--- src/rtl/hazard_control_unit.sv ---
// Pipeline hazard controller: stalls, bubbles and flushes for a 5-stage pipeline,
// with a sticky halt, dmem wait timeout and saturating stall/flush counters.
module hazard_control_unit #(
   parameter int CNT_W     = 32,
   parameter int DWAIT_MAX = 64
) (
   input  logic             CLK,
   input  logic             nRST,
   input  logic             ihit,
   input  logic             dhit,
   input  logic             memcuDRE,
   input  logic             memcuDWE,
   input  logic             excuDRE,
   input  logic [4:0]       exwsel,
   input  logic [4:0]       idrsel1,
   input  logic [4:0]       idrsel2,
   input  logic             idUsesRt,
   input  logic             brnch_taken,
   input  logic             halt_wb,
   output logic             pcW,
   output logic             ifW,
   output logic             idW,
   output logic             exW,
   output logic             memW,
   output logic             ifRST,
   output logic             idRST,
   output logic             exRST,
   output logic             memRST,
   output logic             halt_out,
   output logic             mem_timeout,
   output logic [CNT_W-1:0] stall_cnt,
   output logic [CNT_W-1:0] flush_cnt
);

   localparam int WW = $clog2(DWAIT_MAX) + 1;
   localparam logic [WW-1:0] WAIT_LAST = WW'(DWAIT_MAX - 1);

   typedef enum logic [1:0] {RUN, DWAIT, HALTED} state_t;

   state_t           state_q, state_d;
   logic [WW-1:0]    wait_cnt_q, wait_cnt_d;
   logic             halt_out_q, halt_out_d;
   logic             mem_timeout_q, mem_timeout_d;
   logic [CNT_W-1:0] stall_cnt_q, stall_cnt_d;
   logic [CNT_W-1:0] flush_cnt_q, flush_cnt_d;

   logic dreq, lu;
   logic frz_halt, frz_mem, normal, do_flush, do_lu, do_imiss;

   assign dreq = memcuDRE | memcuDWE;
   assign lu   = excuDRE & (exwsel != 5'd0) &
                 ((exwsel == idrsel1) | (idUsesRt & (exwsel == idrsel2)));

   // Rule selection in priority order; in DWAIT a dhit cycle behaves like RUN minus halt.
   assign frz_halt = (state_q == HALTED) | ((state_q == RUN) & halt_wb);
   assign frz_mem  = ~frz_halt & (((state_q == RUN) & dreq & ~dhit) |
                                  ((state_q == DWAIT) & ~dhit));
   assign normal   = ~frz_halt & ~frz_mem;
   assign do_flush = normal & brnch_taken;
   assign do_lu    = normal & ~brnch_taken & lu;
   assign do_imiss = normal & ~brnch_taken & ~lu & ~ihit;

   always_ff @(posedge CLK or negedge nRST) begin
      if (!nRST) begin
         state_q       <= RUN;
         wait_cnt_q    <= '0;
         halt_out_q    <= 1'b0;
         mem_timeout_q <= 1'b0;
         stall_cnt_q   <= '0;
         flush_cnt_q   <= '0;
      end else begin
         state_q       <= state_d;
         wait_cnt_q    <= wait_cnt_d;
         halt_out_q    <= halt_out_d;
         mem_timeout_q <= mem_timeout_d;
         stall_cnt_q   <= stall_cnt_d;
         flush_cnt_q   <= flush_cnt_d;
      end
   end

   always_comb begin
      state_d = state_q;
      case (state_q)
         RUN: begin
            if (halt_wb)
               state_d = HALTED;
            else if (dreq & ~dhit)
               state_d = DWAIT;
         end
         DWAIT:   if (dhit) state_d = RUN;
         HALTED:  state_d = HALTED;
         default: state_d = RUN;
      endcase
   end

   always_comb begin
      pcW    = 1'b1;
      ifW    = 1'b1;
      idW    = 1'b1;
      exW    = 1'b1;
      memW   = 1'b1;
      ifRST  = 1'b0;
      idRST  = 1'b0;
      exRST  = 1'b0;
      memRST = 1'b0;
      if (!nRST) begin
         {pcW, ifW, idW, exW, memW}     = '0;
         {ifRST, idRST, exRST, memRST}  = '1;
      end else if (frz_halt) begin
         {pcW, ifW, idW, exW, memW}     = '0;
      end else if (frz_mem) begin
         {pcW, ifW, idW, exW, memW}     = '0;
         memRST = 1'b1;
      end else if (do_flush) begin
         {ifRST, idRST, exRST}          = '1;
      end else if (do_lu) begin
         pcW   = 1'b0;
         ifW   = 1'b0;
         idRST = 1'b1;
      end else if (do_imiss) begin
         pcW   = 1'b0;
         ifRST = 1'b1;
      end
   end

   // Bookkeeping registers; all counters saturate instead of wrapping.
   always_comb begin
      halt_out_d    = halt_out_q | (state_d == HALTED);
      mem_timeout_d = mem_timeout_q | ((state_q == DWAIT) & (wait_cnt_q == WAIT_LAST));
      wait_cnt_d    = '0;
      if ((state_q == DWAIT) && (state_d == DWAIT))
         wait_cnt_d = (wait_cnt_q == WAIT_LAST) ? wait_cnt_q : wait_cnt_q + WW'(1);
      stall_cnt_d = stall_cnt_q;
      if ((state_q != HALTED) && !pcW && (stall_cnt_q != '1))
         stall_cnt_d = stall_cnt_q + CNT_W'(1);
      flush_cnt_d = flush_cnt_q;
      if (do_flush && (flush_cnt_q != '1))
         flush_cnt_d = flush_cnt_q + CNT_W'(1);
   end

   assign halt_out    = halt_out_q;
   assign mem_timeout = mem_timeout_q;
   assign stall_cnt   = stall_cnt_q;
   assign flush_cnt   = flush_cnt_q;

endmodule
--- config.mk ---
export PLATFORM = sky130hd
export DESIGN_NAME = hazard_control_unit
export DESIGN_NICKNAME = d
export VERILOG_FILES = /design/src/rtl/hazard_control_unit.sv
export SDC_FILE = /design/constraint.sdc
export NUM_CORES = 1
export LEC_CHECK = 0
export ABC_AREA = 1
export BUFFER_PORTS_ARGS = -buffer_cell sky130_fd_sc_hd__buf_4
export CAP_MARGIN = 20
export CORE_MARGIN = 4
export CORE_UTILIZATION = 35
export DETAILED_ROUTE_END_ITERATION = 10
export GPL_ROUTABILITY_DRIVEN = 0
export SLEW_MARGIN = 20
export SYNTH_ARGS = -nofsm -noshare
export SYNTH_HDL_FRONTEND = slang
export SYNTH_SLANG_ARGS = --single-unit
--- constraint.sdc ---
create_clock -name CLK -period 2.1 [get_ports CLK]
set_input_delay 0.42 -clock CLK [delete_from_list [all_inputs] [get_ports CLK]]
set_output_delay 0.42 -clock CLK [all_outputs]
set_load 0.02 [all_outputs]
# Yosys cells after proc, flatten, opt, wreduce, memory -nomap -nowiden
# Cells that the tools add are included.
[totals] elab_cells=93 regBits=75
[op_classes] n_eq_ne=11 bitwise_logic=28 reduce_logical=7 mux=38 add_sub_neg=3
[op_table] operator="32-bit by 1-bit adder with 32-bit output, second input constant" n=2
[op_table] operator="32-bit != test, second input constant" n=2
[op_table] operator="1-bit two-way mux" n=32
[op_table] operator="1-bit AND" n=16
[op_table] operator="7-bit two-way mux" n=2
[op_table] operator="5-bit equality test" n=2
[op_table] operator="7-bit by 1-bit adder with 7-bit output, second input constant" n=1
[op_table] operator="7-bit by 6-bit equality test with 1-bit output, second input constant" n=1
[op_table] operator="2-bit two-way mux" n=3
[op_table] operator="1-bit NOT" n=6
[op_table] operator="1-bit bitwise OR" n=6
[op_table] operator="2-bit case mux with 3 select lines" n=1
[op_table] operator="5-bit nonzero test" n=1
[op_table] operator="2-bit by 1-bit equality test with 1-bit output, second input constant" n=2
[op_table] operator="2-bit equality test, second input constant" n=2
[op_table] operator="1-bit logical AND" n=4
[op_table] operator="2-bit != test, second input constant" n=2
[op_table] operator="2-bit logical NOT" n=1
[op_table] operator="1-bit logical NOT" n=1

# Logic depth before layout (Yosys ltp)
# Gate-level depths: netlist of run 1.
[logic_depth] word_depth=19 ltp_mapped=12 depth_no_buf=11

# Least setup slack after synthesis of run 1
# Ideal clock, no wire load.
[synth_path] path_type="in2out" startpoint="in memcuDWE" endpoint="out pcW" t_required_ps=1680 arrival_ps=1622 path_stages=7 setup_slack_ps=58 cell_sequence="or2_1 -> o21ai_2 -> nand2_2 -> nor2_4 -> nand3_2 -> buf_2 -> inv_1"
[synth_via] elab_chain_len=16 elab_cells_between_ends=18 cone_classes="6 x mux; 12 x bitwise"
[synth_lines] item="from (decl)" line_no="12" rtl="input logic memcuDWE,"
[synth_lines] item="1-bit bitwise OR *" line_no="50" rtl="assign dreq = memcuDRE | memcuDWE;"
[synth_lines] item="1-bit AND * (2 in a row)" line_no="56" rtl="assign frz_mem = ~frz_halt & (((state_q == RUN) & dreq & ~dhit) |"
[synth_lines] item="1-bit bitwise OR *" line_no="56"
[synth_lines] item="1-bit AND *" line_no="56"
[synth_lines] item="1-bit NOT" line_no="58" rtl="assign normal = ~frz_halt & ~frz_mem;"
[synth_lines] item="1-bit AND" line_no="58"
[synth_lines] item="1-bit AND" line_no="60, 61"
[synth_lines] item="1-bit AND (2 in a row)" line_no="61" rtl="assign do_imiss = normal & ~brnch_taken & ~lu & ~ihit;"
[synth_lines] item="1-bit two-way mux" line_no="120" rtl="end else if (do_imiss) begin"
[synth_lines] item="1-bit two-way mux" line_no="116" rtl="end else if (do_lu) begin"
[synth_lines] item="1-bit two-way mux" line_no="114" rtl="end else if (do_flush) begin"
[synth_lines] item="1-bit two-way mux *" line_no="111" rtl="end else if (frz_mem) begin"
[synth_lines] item="1-bit two-way mux *" line_no="109" rtl="end else if (frz_halt) begin"
[synth_lines] item="1-bit two-way mux *" line_no="106" rtl="if (!nRST) begin"
[synth_lines] item="to (decl)" line_no="20" rtl="output logic pcW,"
# Mark *: on every way between the ends. The rest lies on a longest branch, timed or not.

# Worst setup path after layout of run 1
[layout_path] startpoint="reg state_q[1]" endpoint="out ifRST"
[layout_via] elab_chain_len=16 elab_cells_between_ends=24 cone_classes="2 x eq/ne; 6 x mux; 15 x bitwise; 1 x reduce/logical"
[layout_lines] item="from (decl)" line_no="40" rtl="state_t state_q, state_d;"
[layout_lines] item="from (signal assigned)" line_no="72" rtl="state_q <= state_d;"
[layout_lines] item="2-bit logical NOT" line_no="55, 56"
[layout_lines] item="1-bit AND, on equally long branches" line_no="56, 55"
[layout_lines] item="1-bit AND / 1-bit bitwise OR (equally long branches)" line_no="56, 55"
[layout_lines] item="1-bit bitwise OR / 1-bit NOT (equally long branches)" line_no="56, 58"
[layout_lines] item="1-bit AND" line_no="56"
[layout_lines] item="1-bit NOT" line_no="58"
[layout_lines] item="1-bit AND" line_no="58"
[layout_lines] item="1-bit AND" line_no="60, 61"
[layout_lines] item="1-bit AND (2 in a row)" line_no="61"
[layout_lines] item="1-bit two-way mux" line_no="120"
[layout_lines] item="1-bit two-way mux" line_no="116"
[layout_lines] item="1-bit two-way mux" line_no="114"
[layout_lines] item="1-bit two-way mux" line_no="111"
[layout_lines] item="1-bit two-way mux *" line_no="109"
[layout_lines] item="1-bit two-way mux *" line_no="106"
[layout_lines] item="to (decl)" line_no="25" rtl="output logic ifRST,"
# Marked as above.

==> results of run 1 <==
registers in the layout, summed over array words and instances (netlist names):
register / flops
mem_timeout: 1
halt_out: 1
flush_cnt: 32
stall_cnt: 32
wait_cnt_q: 7
state_q: 2
path summary, 6_finish.rpt:
path,end,cells past startpoint
max in group asynchronous,stall_cnt[26],2
setup reg to reg,flush_cnt[7],9
hold reg to reg,halt_out,1
hold / removal,flush_cnt[15],2
setup / recovery,ifRST,9
min in group CLK,wait_cnt_q[3],4
power breakdown:
| group | switching [uW] | internal, uW |
|---|---|---|
| registers | 109 | 1530 |
| clock network | 587 | 807 |
| logic | 363 | 272 |
synthesized netlist by cell type:
cell,number,area [sq um]
sky130_fd_sc_hd__nand2_1,254,953
sky130_fd_sc_hd__dfrtp_1,75,1880
sky130_fd_sc_hd__nor2_1,74,278
sky130_fd_sc_hd__inv_1,68,255
sky130_fd_sc_hd__nand4_1,43,269
sky130_fd_sc_hd__xor2_1,35,307
sky130_fd_sc_hd__nor3_1,30,150
sky130_fd_sc_hd__nand3_1,26,130
sky130_fd_sc_hd__xnor2_1,12,105
sky130_fd_sc_hd__nand3b_1,9,67.6
sky130_fd_sc_hd__o21ai_0,8,40.0
sky130_fd_sc_hd__nor2_2,7,43.8
sky130_fd_sc_hd__buf_6,6,67.6
sky130_fd_sc_hd__o21ai_2,6,52.6
sky130_fd_sc_hd__clkbuf_1,5,18.8
sky130_fd_sc_hd__buf_2,4,20.0
sky130_fd_sc_hd__nand3_2,4,40.0
sky130_fd_sc_hd__a21oi_1,3,15.0
sky130_fd_sc_hd__buf_4,3,22.5
sky130_fd_sc_hd__ha_1,3,37.5
sky130_fd_sc_hd__inv_2,3,11.3
sky130_fd_sc_hd__nand2_2,3,18.8
sky130_fd_sc_hd__o21ai_1,3,15.0
sky130_fd_sc_hd__nand4_2,2,25.0
sky130_fd_sc_hd__nor2_4,2,22.5
sky130_fd_sc_hd__nor4_1,2,12.5
sky130_fd_sc_hd__o31ai_1,2,15.0
sky130_fd_sc_hd__or2_2,2,12.5
sky130_fd_sc_hd__a21boi_0,1,7.51
sky130_fd_sc_hd__a22oi_1,1,7.51
sky130_fd_sc_hd__a31o_2,1,8.76
sky130_fd_sc_hd__nand2_4,1,11.3
sky130_fd_sc_hd__nor3_2,1,10.0
sky130_fd_sc_hd__nor3b_1,1,7.51
sky130_fd_sc_hd__or2_1,1,6.26
logic make-up after synthesis:
group,synth area share
AND/OR/NAND/NOR,0.417
buffers and inverters,0.0800
flip-flops,0.380
XOR/XNOR,0.0833
AO/OA/AOI/OAI,0.0327
adder cells (fa/ha/maj),0.00760
metrics by stage:
step	setup TNS [ns]	instance area (sq um)	hold WS, ns	total power, uW
floorplan	0	4940	0.124	1980
global placement	0	6070	0.457	2290
detailed placement	0	6070	0.466	2300
CTS	0	6320	0.186	3720
global route	-0.0466	6400	0.203	3870
finish	0	6400	0.159	3670
placed cells by master (no fill, tap or decap), drive strengths merged:
master and instances:
nand2 258, nand3 30, a21oi 3, dfrtp 75, xnor2 12, nor2 83
nor3b 1, nor4 2, clkinv 2, o31ai 2, o21ai 17, nor3 31
nand3b 9, ha 3, buf 138, or2 3, inv 71, clkbuf 10
a22oi 1, nand4 45, xor2 35, a21boi 1, a31o 1, clkinvlp 1
cell type report:
class	count	area, sq um	share of cell area
Sequential cell	75	1880	0.293
Clock inverter	3	17.5	0.00274
Clock buffer	10	239	0.0374
Multi-Input combinational cell	537	2690	0.421
Timing Repair Buffer	138	1080	0.168
Inverter	71	267	0.0417
Tap cell	180	225	0.0352
metal layers:
| layer | global-route usage | vias to the layer above | part of all wire |
|---|---|---|---|
| li1 | - | 2500 | - |
| met1 | 0.256 | 2261 | 0.48 |
| met2 | 0.270 | 163 | 0.43 |
| met3 | 0.0392 | 18 | 0.067 |
| met4 | 0.0524 | 0 | 0.016 |
| met5 | 0 | - | 0 |
timing repair:
action / CTS / global route
endpoints found under the setup margin: 2 / 17
gates resized for setup: 1 / 9
pin swaps: 0 / 5
buffers inserted: 0 / 6
==> results.txt, run 1 <==
The flow ran to the end, and the final reports show no timing, DRC or antenna violations. For the worst setup path, the data required time is 1.68 ns. The post-layout worst setup margin is slightly below 0.08 ns. The clock net sink count came out at 75. 0 antenna diodes ended up in the layout. The number of standard cells in the layout, taps in and fillers out is between 1k and 1.5k. The longest clock path from root to sink contains 2 buffers.

The final standard cell utilization of the core is 0.463. In this run the worst setup path begins at state_q[1]. The cell sitting at the root of the clock tree is a sky130_fd_sc_hd__clkbuf_16.

The area of the mapped netlist came out at just under 5000 sq um. During I/O placement, the number of pins put on the boundary was 100. The placement row count is 43. The number of DRC violations after detailed-routing iteration 0 came out at 337. The tightest min-delay check is of the input pin to asynchronous set/reset pin type. The final layout net count came out at 860.

The worst setup path is of the flop to primary output kind. The detailed-routing iteration count for the pre-antenna-repair pass came out at 5. The signal on the critical path passes through o21ai_1 > buf_4 > nand2_4 > nor2_4 > inv_2 > nand2_2 > inv_2 > o31ai_2 > buf_4. The fraction of layout instances using a drive strength above 1 came out at 0.227. The number of global-route vias before repair is 4576.

The number of vias per cell came out at around 4.9. The global routing usage summed across all routing layers came out at 0.178. Among cell families on the critical path, the largest total delay comes from buffers and inverters. The worst ir drop on vdd came out at between 0.0003 and 0.0004 V. The routed layout has 4942 vias. The post-place setup slack is between 0.09 and 0.1 ns.

Setup violations remaining at the end of the flow were counted as 0. The type of element capturing the critical path is a primary output. The number of nets handed over by synthesis was 729. The post-synthesis sequential area ratio is 0.380. The number of clock buffers inserted by TritonCTS is 9. The fill cell total of the finished layout is 1430.

The number of antenna violations at the first check in global routing came out at 0. The routed wire length came out at about 14 mm. The count of yosys warnings during synthesis came out at 0. The post-DP HPWL is 10.6 mm. The number of antenna-violating nets in the routed design is 0. The first-pass GRT wire length came out at 23.2 mm. The highest clock frequency the design can meet came out at just under 500 MHz. The initial standard-cell utilization of the core came out at 0.357. The floorplan die width is 127 um. The H-tree depth is 3. The arrival time at the worst endpoint came out at 1.60 ns. In the synthesized netlist, the number of instances is around 700. STA classifies the critical path startpoint as a flop. The reg-to-reg setup timing slack is between 0.1 and 0.15 ns.

The number of cells after detailed placement came out at just under 1k. The full die area is between 15000 and 20000 sq um. The number of hold buffers added after cts came out at 0. The synthesis-to-finish area growth is 29.5%. The hold violation count in the final report came out at 0.

The number of maximum-capacitance violations is 0. In this run the worst path has a maximum fanout of 4. The area of the core is 13800 sq um. Averaged over all synthesized cells, the footprint is 7.05 sq um. The actual slew at the worst max-slew pin came out at between 0.5 and 0.6 ns. The height of the die came out at 127 um. The clock skew after layout is 0.00746 ns. The relative slew slack is 0.619. The final critical path time including I/O delays and setup came out at between 2 and 2.5 ns.

The leakage dissipation is 0.00321 uW. TritonCTS built the clock tree. The worst register-to-register path begins at flush_cnt[23]. The buffer and inverter count on the worst path is 4. The clock-pin slew reported for the worst setup and hold paths after clock tree synthesis came out at 0.06 ns.

After detailed routing, the average wire length per cell comes to 13.8 um. The number of max-slew violations in the final report came out at 0. Setup repair after global routing could not meet its margin everywhere. The count of state elements after synthesis came out at 75. The number of design rule violations left after detail routing is 0. The residual overflow from global routing came out at 0.

The count of unique library cells instantiated by Yosys came out at 35. The largest individual stage delay along the critical path comes from the cell sky130_fd_sc_hd__dfrtp_1. The quantity of I/O buffers inserted on ports came out at 99.

The clock latency on the worst-skew pair is 0.34 ns. The pin count of the biggest net entering global routing came out at 76. Of the available clock period, the critical path in the final layout requires 0.963. The worst stage delay on the critical path came out at 0.41 ns. The power per cell area came out at 573 nW/um^2.
(Power assumes the default switching activity.)
==> run 2, diff against run 1 <==
==> constraint.sdc (replaced) <==
create_clock -name CLK -period 2.1 [get_ports CLK]
set_input_delay 0.21 -clock CLK [delete_from_list [all_inputs] [get_ports CLK]]
set_output_delay 0.21 -clock CLK [all_outputs]
set_load 0.02 [all_outputs]
==> run 2 against run 1 <==
Effect of this change: critical path depth is 1 lower; wire length fell by 0.85%; critical endpoint is now pcW; critical path type unchanged; final area decreased by 0.90%; register-to-register slack improved by 0.07 ns.
==> results.txt, run 2 (synthesized netlist as in run 1, its figures left out) <==
The quantity of I/O buffers inserted on ports is 99 (unchanged). The clock latency on the worst-skew pair came out at 0.34 ns (about the same). The actual slew at the worst max-slew pin came out at 0.952 ns (+0.386 ns). The detailed-routing iteration count for the pre-antenna-repair pass came to 5 (unchanged). Leaving out fill and tap cells, the most frequent cells in the layout are sky130_fd_sc_hd__nand2_1, sky130_fd_sc_hd__buf_4, sky130_fd_sc_hd__dfrtp_1, sky130_fd_sc_hd__nor2_1, sky130_fd_sc_hd__inv_1. The height of the die is 127 um (unchanged). The number of maximum-capacitance violations came out at 0 (unchanged). The final count of negative-setup-slack endpoints came out at 0 (unchanged). The met1 layer usage reported by global route is 0.248 (-0.00811). The element type at the critical path start is a flop.

The number of hold buffers added after cts is 0 (unchanged). The relative slew slack is 0.365 (-0.254). The final layout net count is 850 (-1.2%).

The number of vias per cell came out at 4.82 (-1.0%). The design area was 6340 sq um (-0.90%). The final critical path time including I/O delays and setup was 1.98 ns (-0.0427 ns). The number of diodes is 0 (unchanged). Setup repair after global routing left no endpoint under its margin.

The number of clock buffers inserted by TritonCTS came out at 9 (unchanged). The post-route clock period utilization came out at 0.942 (-0.0203). The hold violation count in the final report came to 0 (unchanged). The number of top-level design ports is 100 (unchanged).

The overall power consumption is 3910 uW (+6.6%). The initial standard-cell utilization of the core is 0.357 (unchanged). The critical path is of the flop to primary output type. After global routing, the most crowded layer is met2.

The worst hold path belongs to the class input pin to flop. The clock skew after layout is 0.00857 ns (+0.00111 ns). The per-cell routed wire length is 13.7 um (-0.16%). The H-tree depth is 3 (unchanged). The full die area came out at 16100 sq um (unchanged). The worst setup path is captured at a primary output. The required arrival time at the worst endpoint is 1.89 ns (+0.21 ns). TritonCTS built the clock tree. The total cell area at the placement stage was 6000 sq um (-1.0%). The flow ran to the end, and the final reports show no timing, DRC or antenna violations. The area of the core is 13800 sq um (unchanged). The number of buffers between clock root and the deepest sink was 2 (unchanged).

The number of DRC violations after detailed-routing iteration 0 came out at 292 (-13%). The pin count of the biggest net entering global routing came out at 76 (unchanged). The number of antenna violations at the first check in global routing came to 0 (unchanged). The arrival time at the worst endpoint is 1.77 ns (+0.17 ns). The met2 global-route usage is 0.260 (-0.00996).

CTS placed an instance of sky130_fd_sc_hd__clkbuf_16 at the clock tree root. The fraction of layout instances using a drive strength above 1 came out at 0.215 (-0.0114). The global routing usage on met3 was 0.0488 (+0.00968).

The global routing usage summed across all routing layers came out at 0.177 (-0.00176). The post-DP HPWL is 10.7 mm (+1.0%). The power per cell area was 617 nW/um^2 (+7.6%). The first-pass GRT wire length is 23.0 mm (-0.83%). The residual overflow from global routing is 0 (unchanged). The routed wire length came out at 13.8 mm (-0.85%).

The floorplan die width is 127 um (unchanged). The worst ir drop on vdd was 0.000416 V (+25%). The synthesis-to-finish area growth is 28.3%. The most common cell after layout, fill and taps aside is sky130_fd_sc_hd__nand2_1.

The fill cell total of the finished layout is 1432 (+0.14%). The number of max-slew violations in the final report came out at 0 (unchanged). The number of design rule violations left after detail routing came out at 0 (unchanged). The number of global-route vias before repair was 4635 (+1.3%). The setup TNS came out at 0 ns (unchanged). The leakage dissipation came out at 0.00318 uW (-1.0%). The highest clock frequency the design can meet is 505 MHz (+2.2%). The number of antenna-violating nets in the routed design came to 0 (unchanged).

The placement row count is 43 (unchanged). The clock-pin slew reported for the worst setup and hold paths after clock tree synthesis came to 0.06 ns (about the same). The worst-path maximum fanout is 16 (+12). The overall via count from detail_route is 4858 (-1.7%). The clock net sink count came out at 75 (unchanged).
==> run 2: changes by cell type in the layout (fill, tap and decap cells not counted), sizes merged <==
cell	change
buf	-10
bufinv	+1
clkbuf	+2
==> run 2: what timing repair did <==
action                     4_1_cts  5_1_grt
gates resized for setup          1        3
setup endpoints to repair        3        4
gates cloned                     0        0
buffers inserted                 0        1
pin swaps                        0        1
==> run 2: metal layers <==
| layer | up-vias | share of wire |
|---|---|---|
| met5 | - | 0 |
| met4 | 0 | 0.022 |
| met3 | 25 | 0.066 |
| met2 | 138 | 0.43 |
| met1 | 2210 | 0.49 |
| li1 | 2485 | - |
==> run 2: path summary, 6_finish.rpt <==
path / from / end / slack [ns] / cells past startpoint
worst max-delay path: state_q[1] / pcW / 0.12 / 8
worst min-delay path: halt_wb / state_q[1] / 0.17 / 3
worst max register to register: flush_cnt[12] / flush_cnt[26] / 0.20 / 10
worst min register to register: mem_timeout / mem_timeout / 0.47 / 1
max in group asynchronous: nRST / stall_cnt[19] / 1.31 / 2
min in group asynchronous: nRST / wait_cnt_q[1] / 0.19 / 2
==> run 2: layout make-up <==
type	count	area, sq um	area share
clock buffers	12	267	0.0420
inverters	71	267	0.0420
repair buffers	128	973	0.154
flip-flops and latches	75	1880	0.296
clock inverters	4	47.5	0.00750
well taps	180	225	0.0355
multi-input cells	537	2680	0.423
==> run 2: power by group <==
part,internal [uW],switching (uW)
sequential,1530,104
clock,1010,618
combinational,274,372
total,2810,1090
==> run 2: worst max-delay path: stages (launching register included) <==
cell and delay, ns:
sky130_fd_sc_hd__dfrtp_1 0.42, sky130_fd_sc_hd__nor2_1 0.18, sky130_fd_sc_hd__o21ai_2 0.11, sky130_fd_sc_hd__nand2_2 0.13
sky130_fd_sc_hd__nor2_4 0.06, sky130_fd_sc_hd__nand3_2 0.09, sky130_fd_sc_hd__buf_4 0.22, sky130_fd_sc_hd__inv_1 0.06
sky130_fd_sc_hd__buf_4 0.15
==> run 2: metrics by stage <==
stage                      util  setup WS [ns]  hold WS, ns  std cells
after floorplan               -          0.253      -0.0856        701
final                     0.458          0.121        0.170       1007
after global routing      0.458         0.0114        0.164       1007
after CTS                 0.457         0.0270        0.168       1006
after detailed placement  0.434          0.193        0.466        990
after global placement    0.434          0.197        0.465        990
